## src/rtl/time_cnt_sync.sv

```systemverilog
// rtl/time_cnt_sync.sv - ultrasound period / modulation index counters phase-locked to SYS_TIME
// Optional TIME_CNT_DRIFT_CHECK_EN: shadow-time monitor with DRIFT_ERR pulse and auto-resync.
module time_cnt_sync #(
  parameter int ULTRASOUND_CNT_CYCLE = 510,
  parameter int CNT_WIDTH            = 9,
  parameter int MOD_WIDTH            = 16
) (
  input  logic                 CLK,
  input  logic                 RST_N,
  input  logic                 LOCKED,
  input  logic [63:0]          SYS_TIME,
  input  logic                 SYNC,
  input  logic [MOD_WIDTH-1:0] MOD_CYCLE,
  input  logic [MOD_WIDTH-1:0] MOD_DIV,
  output logic [CNT_WIDTH-1:0] TIME_CNT,
  output logic                 CYCLE_START,
  output logic [MOD_WIDTH-1:0] MOD_IDX,
  output logic                 SYNCED,
`ifdef TIME_CNT_DRIFT_CHECK_EN
  output logic                 DRIFT_ERR,
`endif
  output logic                 BUSY
);

  localparam int SYNC_LATENCY = 194;
  localparam logic [CNT_WIDTH-1:0] C_LAST = CNT_WIDTH'(ULTRASOUND_CNT_CYCLE - 1);
  localparam logic [6:0] LAST_ITER = 7'd63;
  localparam logic [6:0] LOAD_ITER = 7'd64;

  typedef enum logic [2:0] {WAIT_LOCK, IDLE, DIV_T, DIV_Q, DIV_M, RUN} state_t;

  state_t               state_q, state_d;
  logic [6:0]           iter_q, iter_d;
  logic [63:0]          dvd_q, dvd_d;
  logic [63:0]          rem_q, rem_d;
  logic [63:0]          divisor_q, divisor_d;
  logic [MOD_WIDTH-1:0] mod_div_q, mod_div_d;
  logic [MOD_WIDTH-1:0] mod_cycle_q, mod_cycle_d;
  logic [CNT_WIDTH-1:0] r1_q, r1_d;
  logic [MOD_WIDTH-1:0] r2_q, r2_d;
  logic [MOD_WIDTH-1:0] r3_q, r3_d;
  logic [CNT_WIDTH-1:0] time_cnt_q, time_cnt_d;
  logic [MOD_WIDTH-1:0] div_cnt_q, div_cnt_d;
  logic [MOD_WIDTH-1:0] mod_idx_q, mod_idx_d;
  logic                 synced_q, synced_d;
  logic                 resync;
  logic                 drift;

  // Restoring divider step: one quotient bit per cycle, quotient shifts into the dividend register.
  logic [64:0] rem_sh;
  logic        ge;
  logic [63:0] rem_nx;
  logic [63:0] quo_nx;

  assign rem_sh = {rem_q, dvd_q[63]};
  assign ge     = rem_sh[64] | (rem_sh[63:0] >= divisor_q);
  assign rem_nx = ge ? (rem_sh[63:0] - divisor_q) : rem_sh[63:0];
  assign quo_nx = {dvd_q[62:0], ge};

`ifdef TIME_CNT_DRIFT_CHECK_EN
  logic [63:0] t_q, t_d;
  logic [63:0] shadow_q, shadow_d;
  logic        drift_err_q, drift_err_d;

  assign drift     = (state_q == RUN) && (shadow_q != SYS_TIME);
  assign DRIFT_ERR = drift_err_q;
`else
  assign drift = 1'b0;
`endif

  always_ff @(posedge CLK or negedge RST_N) begin
    if (!RST_N) begin
      state_q     <= WAIT_LOCK;
      iter_q      <= '0;
      dvd_q       <= '0;
      rem_q       <= '0;
      divisor_q   <= '0;
      mod_div_q   <= '0;
      mod_cycle_q <= '0;
      r1_q        <= '0;
      r2_q        <= '0;
      r3_q        <= '0;
      time_cnt_q  <= '0;
      div_cnt_q   <= '0;
      mod_idx_q   <= '0;
      synced_q    <= 1'b0;
`ifdef TIME_CNT_DRIFT_CHECK_EN
      t_q         <= '0;
      shadow_q    <= '0;
      drift_err_q <= 1'b0;
`endif
    end else begin
      state_q     <= state_d;
      iter_q      <= iter_d;
      dvd_q       <= dvd_d;
      rem_q       <= rem_d;
      divisor_q   <= divisor_d;
      mod_div_q   <= mod_div_d;
      mod_cycle_q <= mod_cycle_d;
      r1_q        <= r1_d;
      r2_q        <= r2_d;
      r3_q        <= r3_d;
      time_cnt_q  <= time_cnt_d;
      div_cnt_q   <= div_cnt_d;
      mod_idx_q   <= mod_idx_d;
      synced_q    <= synced_d;
`ifdef TIME_CNT_DRIFT_CHECK_EN
      t_q         <= t_d;
      shadow_q    <= shadow_d;
      drift_err_q <= drift_err_d;
`endif
    end
  end

  always_comb begin
    state_d     = state_q;
    iter_d      = iter_q;
    dvd_d       = dvd_q;
    rem_d       = rem_q;
    divisor_d   = divisor_q;
    mod_div_d   = mod_div_q;
    mod_cycle_d = mod_cycle_q;
    r1_d        = r1_q;
    r2_d        = r2_q;
    r3_d        = r3_q;
    time_cnt_d  = time_cnt_q;
    div_cnt_d   = div_cnt_q;
    mod_idx_d   = mod_idx_q;
    synced_d    = synced_q;
    resync      = 1'b0;
`ifdef TIME_CNT_DRIFT_CHECK_EN
    t_d         = t_q;
    shadow_d    = shadow_q;
    drift_err_d = 1'b0;
`endif

    case (state_q)
      WAIT_LOCK: state_d = IDLE;
      IDLE:      resync  = SYNC;
      DIV_T, DIV_Q, DIV_M: begin
        if (iter_q == LOAD_ITER) begin
          // Results describe time T, which is exactly SYS_TIME in the first RUN cycle.
          state_d    = RUN;
          time_cnt_d = r1_q;
          div_cnt_d  = r2_q;
          mod_idx_d  = r3_q;
          synced_d   = 1'b1;
`ifdef TIME_CNT_DRIFT_CHECK_EN
          shadow_d   = t_q;
`endif
        end else begin
          iter_d = iter_q + 7'd1;
          dvd_d  = quo_nx;
          rem_d  = rem_nx;
          if (iter_q == LAST_ITER) begin
            rem_d = '0;
            if (state_q == DIV_T) begin
              r1_d      = rem_nx[CNT_WIDTH-1:0];
              divisor_d = 64'(mod_div_q);
              iter_d    = '0;
              state_d   = DIV_Q;
            end else if (state_q == DIV_Q) begin
              r2_d      = rem_nx[MOD_WIDTH-1:0];
              divisor_d = 64'(mod_cycle_q);
              iter_d    = '0;
              state_d   = DIV_M;
            end else begin
              r3_d = rem_nx[MOD_WIDTH-1:0];
            end
          end
        end
      end
      RUN: begin
        if (time_cnt_q == C_LAST) begin
          time_cnt_d = '0;
          if (div_cnt_q == mod_div_q - MOD_WIDTH'(1)) begin
            div_cnt_d = '0;
            mod_idx_d = (mod_idx_q == mod_cycle_q - MOD_WIDTH'(1)) ? '0 : mod_idx_q + MOD_WIDTH'(1);
          end else begin
            div_cnt_d = div_cnt_q + MOD_WIDTH'(1);
          end
        end else begin
          time_cnt_d = time_cnt_q + CNT_WIDTH'(1);
        end
`ifdef TIME_CNT_DRIFT_CHECK_EN
        shadow_d    = shadow_q + 64'd1;
        drift_err_d = drift;
`endif
        resync = SYNC | drift;
      end
      default: state_d = WAIT_LOCK;
    endcase

    if (resync) begin
      state_d     = DIV_T;
      iter_d      = '0;
      rem_d       = '0;
      dvd_d       = SYS_TIME + 64'(SYNC_LATENCY);
      divisor_d   = 64'(ULTRASOUND_CNT_CYCLE);
      mod_div_d   = (MOD_DIV == '0) ? MOD_WIDTH'(1) : MOD_DIV;
      mod_cycle_d = (MOD_CYCLE == '0) ? MOD_WIDTH'(1) : MOD_CYCLE;
      time_cnt_d  = '0;
      div_cnt_d   = '0;
      mod_idx_d   = '0;
      synced_d    = 1'b0;
`ifdef TIME_CNT_DRIFT_CHECK_EN
      t_d         = SYS_TIME + 64'(SYNC_LATENCY);
`endif
    end

    if (!LOCKED) begin
      state_d    = WAIT_LOCK;
      time_cnt_d = '0;
      div_cnt_d  = '0;
      mod_idx_d  = '0;
      synced_d   = 1'b0;
`ifdef TIME_CNT_DRIFT_CHECK_EN
      drift_err_d = 1'b0;
`endif
    end
  end

  assign TIME_CNT    = time_cnt_q;
  assign MOD_IDX     = mod_idx_q;
  assign SYNCED      = synced_q;
  assign CYCLE_START = synced_q && (time_cnt_q == '0);
  assign BUSY        = (state_q == DIV_T) || (state_q == DIV_Q) || (state_q == DIV_M);

endmodule

```

## config.mk

```make
export PLATFORM = sky130hd
export DESIGN_NAME = time_cnt_sync
export DESIGN_NICKNAME = d
export VERILOG_FILES = /design/src/rtl/time_cnt_sync.sv
export SDC_FILE = /design/constraint.sdc
export NUM_CORES = 1
export LEC_CHECK = 0
export ABC_AREA = 1
export BUFFER_PORTS_ARGS = -buffer_cell sky130_fd_sc_hd__buf_4
export CORE_ASPECT_RATIO = 1.75
export CORE_MARGIN = 2
export CORE_UTILIZATION = 30
export DETAILED_ROUTE_END_ITERATION = 10
export REMOVE_ABC_BUFFERS = 1
export SETUP_SLACK_MARGIN = 0.05
export SLEW_MARGIN = 0
export SYNTH_ARGS = -nofsm -noshare
export SYNTH_HDL_FRONTEND = slang
export SYNTH_SLANG_ARGS = --single-unit
```

## constraint.sdc

```tcl
create_clock -name CLK -period 3.23 [get_ports CLK]
set_clock_uncertainty 0.05 [all_clocks]
set_input_delay 0.969 -clock CLK [delete_from_list [all_inputs] [get_ports CLK]]
set_output_delay 0.969 -clock CLK [all_outputs]
set_load 0.05 [all_outputs]
```

Word level (Yosys, flattened, before mapping):

Index checks and enable logic that the tools add are counted.

* input bits: 100
* logic and storage cells: 121
* register bits: 317

* add/subtract/negate cells: 8
* mux-type cells: 52
* eq/ne operators: 20
* bitwise gates (word level): 4
* reductions and logical operators: 22
* magnitude comparators: 1

Operators by type and width (number)
* 64-bit 2-to-1 mux: 14
* 16-bit 2-to-1 mux: 13
* 64-bit by 8-bit adder with 64-bit output, second input constant: 1
* 64-bit greater-or-equal comparator: 1
* 16-bit one-hot mux with 2 select lines: 2
* 64-bit subtractor: 1
* 7-bit 2-to-1 mux: 6
* 9-bit 2-to-1 mux: 4
* 16-bit by 1-bit adder with 16-bit output, second input constant: 2
* 16-bit equality test: 2
* 16-bit zero test: 2
* 16-bit by 1-bit subtractor with 16-bit output, second input constant: 2
* 3-bit 2-to-1 mux: 6
* 9-bit one-hot mux with 2 select lines: 1
* 4-bit != test, second input constant: 3
* 4-bit AND reduction: 3
* 5-bit AND reduction: 2
* 9-bit by 1-bit adder with 9-bit output, second input constant: 1
* 9-bit equality test, second input constant: 1
* 9-bit zero test: 1
* 3-bit one-hot mux with 3 select lines: 1
* 7-bit by 1-bit adder with 7-bit output, second input constant: 1
* 7-bit by 6-bit equality test with 1-bit output, second input constant: 1
* 7-bit equality test, second input constant: 1
* other kinds (21): 35

Depth between registers and ports, before layout:

* depth after elaboration: 8
* mapped depth: 17
* gate-level depth less buffers: 16

Least setup slack after synthesis:

Ideal clock, no wire load.

* path type: reg2out
* from: register time_cnt_q[1] (netlist: TIME_CNT[1])
* to: output CYCLE_START
* setup slack: -0.244 ns
* cell stages (with the launch flop): 5
* arrival: 2.455 ns
* path through: dfrtp_1 > inv_1 > ha_1 > nand3_1 > nor4_1

* longest elaborated chain between the ends: 2

RTL lines
* from (decl): RTL line 42 `logic [CNT_WIDTH-1:0] time_cnt_q, time_cnt_d;`
* from (signal assigned): RTL line 103 `time_cnt_q <= time_cnt_d;`
* 9-bit zero test: RTL line 226 `assign CYCLE_START = synced_q && (time_cnt_q == '0);`
* 1-bit logical AND: RTL line 226
* to (decl): RTL line 16 `output logic CYCLE_START,`

No other way between the ends.

Final worst setup path:

* from: register time_cnt_q[0] (netlist: TIME_CNT[0])
* to: output CYCLE_START

The elaborated chain is that of the path after synthesis.

==> reports/results.ini <==
[synth]
netlist_instances = 2635
synth-warning-count = 0
syn-mean-instance-area_sq_um = 6.85
most_frequently_used_cell_type_in_the_post_synthesis_netlist = nand2_1
synthDominantCellAreaShare_pct = 37.3
synth.top_cells.by_count = nand2_1 (828), inv_1 (300), dfrtp_1 (269), nor2_1 (267), nand3_1 (170)
mapped_cell_area_sq_mm = 0.0180
synth_enable_flop_cells = 0
synth.ff_latch_count = 269
synth_top_flop_cell = dfrtp_1
yosysSeqAreaShare_pct = 37.3
asyncSetResetFlopFracSynth_pct = 100
netlist_top_cells_area = dfrtp_1 (37%), nand2_1 (17%), inv_1 (6.2%), nor2_1 (5.6%), nand3_1 (4.7%)
synthDistinctLibCells = 58
yosysTopAreaCell = dfrtp_1

[place]
buffer_ports.inserted = 127
placed_area_sq_mm = 0.0201
pre_cts_ws_ns = 0.237
gp_congestion = 0.962
dp_hpwl_microns = 48600

[floorplanning]
chipHeight_microns = 328
dieArea_sq_mm = 0.0622
rows = 119
initial_core_util_pct = 30.1
dieWidth_microns = 189
boundaryPins = 128
core-area_sq_mm = 0.0599

[global_routing]
grt_antenna_before_repair = 0
grt_first_pass_wirelength_microns = 98400
grt_max_degree = 78
grt_usage_pct = 20.1
globalRouteOverflowTotal = 0
via_count_of_the_first_global_routing_pass = 18100

[worst_setup_path]
critical_path.startpoint_type = flop
path_cells = inv_1, ha_1, nand3_1, nor4_1, buf_4
cp.arrival_ns = 1.95
timing.critical_path.slowest_cell_delay_ns = 0.45
critical_path.max_fanout = 6
cpMaxStageDelayCell = dfrtp_1
timing.critical_path.required_ns = 2.21
worst_setup_path_end_kind = output pin
type_of_the_worst_setup_path = flop to output pin

[clock_tree]
cts-root-buf = clkbuf_16
clockBufferDepth = 3
h-tree-depth = 1
cts.hold.buffers_added = 0
inserted_clock_buffers = 31
insertion_delay_ns = 0.60
clk_pin_slew_ns = 0.06
clk_sinks = 269
tritoncts = built

[route]
avgRoutedWirePerCell_microns = 17.5
residual_drc_count = 0
routed_wl_microns = 62500
drt_first_pass_iters = 5
antenna_violating_nets_post_route = 0
drt_iter0_markers = 992
post_drt_via_cell_ratio = 5.01
vias = 17900

[power]
report.power.total_mw = 19.6
powerDensity_mw_per_mm2 = 927
vdd_ir_drop_max_mv = 0.672
power_frac_clock_pct = 19.3
p_seq_share_pct = 26.7
power.net_switching_mw = 9.65
p_int_mw = 9.97
total_leakage_power_nw = 10.1
power.combinational.fraction_pct = 53.9
switching_share_pct = 49.2

[sta]
fin_worst_hold_slack_ns = 0.219
final_max_slew_viol_count = 0
worstMarginPinSlew_ns = 0.766
layout_setup_ws_ns = 0.257
rsz0062_at_grt = false
fmaxAchievable_mhz = 336
finalWorstPathRequiredPeriod_ns = 2.97
finalHoldViolations = 0
max-slew-margin-rel_pct = 48.8
finalSetupViolations = 0
finalCritPeriodShare_pct = 92.0

[job]
max_cap_viol_count = 0

[outcome]
outcome = complete, no violations

[cells_and_area]
final_net_count = 2888
final.fill_count = 6515
fin_area_sq_mm = 0.0212
multiInputGateArea_sq_mm = 0.00973
drive_above_1_share_pct = 10.7
finish.utilization_pct = 35.4
antenna_cells = 0
synthToLayoutAreaGrowth_pct = 17.3
layout.area.seq_sq_mm = 0.00673

[min_path]
timing.hold.worst.class = input port to async pin

[cells by family (layout without fill, tap and decap cells)]
group	after synthesis	count (layout)	share of synthesized area, %
AO/OA/AOI/OAI	366	366	12.3
XOR/XNOR	106	106	5.14
adder cells (fa/ha/maj)	27	27	1.91
buffers and inverters	409	559	8.88
flip-flops	269	269	37.3
AND/OR/NAND/NOR	1458	1458	34.4
[flip-flops by register name, indices dropped and copies added, names as in the netlist, 7 cells and up]
register,flops
MOD_IDX,16
TIME_CNT,9
div_cnt_q,16
divisor_q,16
dvd_q,64
iter_q,7
mod_cycle_q,16
mod_div_q,16
r1_q,9
r2_q,16
r3_q,16
rem_q,64
[final cells by class]
type	instances	area share [%]
clock inverters	13	0.892
inverters	326	5.78
multi-input cells	1957	45.9
flip-flops and latches	269	31.8
well taps	786	4.65
repair buffers	176	6.73
clock buffers	44	4.23
[stage by stage]
stage	TNS [ns]	std cells
final	0	3571
after global routing	0	3571
after CTS	0	3571
after detailed placement	0	3514
after global placement	0	3514
after floorplan	-198.75	2552
[metal layers]
layer  track usage, %  wire length (microns)
met4             12.0                   4130
met3             1.64                   2020
met5                0                      0
met2             39.6                  33800
met1             20.2                  22600
[worst paths after layout]
path / startpoint / end / slack [ns] / depth (start not counted)
max: TIME_CNT[0] / CYCLE_START / 0.26 / 5
min in group CLK: r2_q[15] / r2_q[15] / 0.43 / 2
min reg2reg: r2_q[15] / r2_q[15] / 0.43 / 2
max in group asynchronous: RST_N / mod_div_q[13] / 2.06 / 3
max reg2reg: dvd_q[63] / rem_q[29] / 0.29 / 16
min: RST_N / TIME_CNT[6] / 0.22 / 1
[power by group through the flow]
| stage | Combinational (mW) | Clock [mW] | Sequential [mW] |
|---|---|---|---|
| 3_5_place_dp | 10.6 | 0 | 5.29 |
| 6_report | 10.6 | 3.79 | 5.25 |
| 3_3_place_gp | 10.5 | 0 | 5.29 |
| 5_1_grt | 11.9 | 3.99 | 5.37 |
| 2_1_floorplan | 7.11 | 0 | 5.00 |
| 4_1_cts | 10.6 | 3.87 | 5.24 |
[cell usage in the layout, fill, tap and decap left out, types with 6 or more instances in the layout]
master,netlist,final
nand2_1,828,828
inv_1,300,299
dfrtp_1,269,269
nor2_1,267,267
nand3_1,170,170
buf_4,8,166
o21ai_0,113,113
o21ai_1,68,67
xor2_1,63,63
nand4_1,57,57
nor3_1,44,44
a21oi_1,44,44
xnor2_1,43,43
o221ai_1,33,33
clkbuf_16,0,31
ha_1,26,26
nor4_1,25,25
inv_2,23,24
o211ai_1,23,23
o22ai_1,20,20
nand3b_1,18,18
o21a_1,16,16
o21bai_1,16,16
nor2_2,16,14
nand2_2,7,7
clkbuf_8,0,7
buf_12,0,7
clkbuf_1,50,6
[repair_timing]
| action | in CTS | in global routing |
|---|---|---|
| resized for setup | 0 | 3 |
| endpoints found under the setup margin | 0 | 10 |
| setup buffers | 0 | 0 |
[critical path, delay by kind of cell, from the launching register on]
kind          cells  cell delay, ns
simple gates      2            0.36
flops             1            0.45
buf+inv           2            0.36
fa+ha+maj         1            0.19
Power figures use the tool's default switching activity.
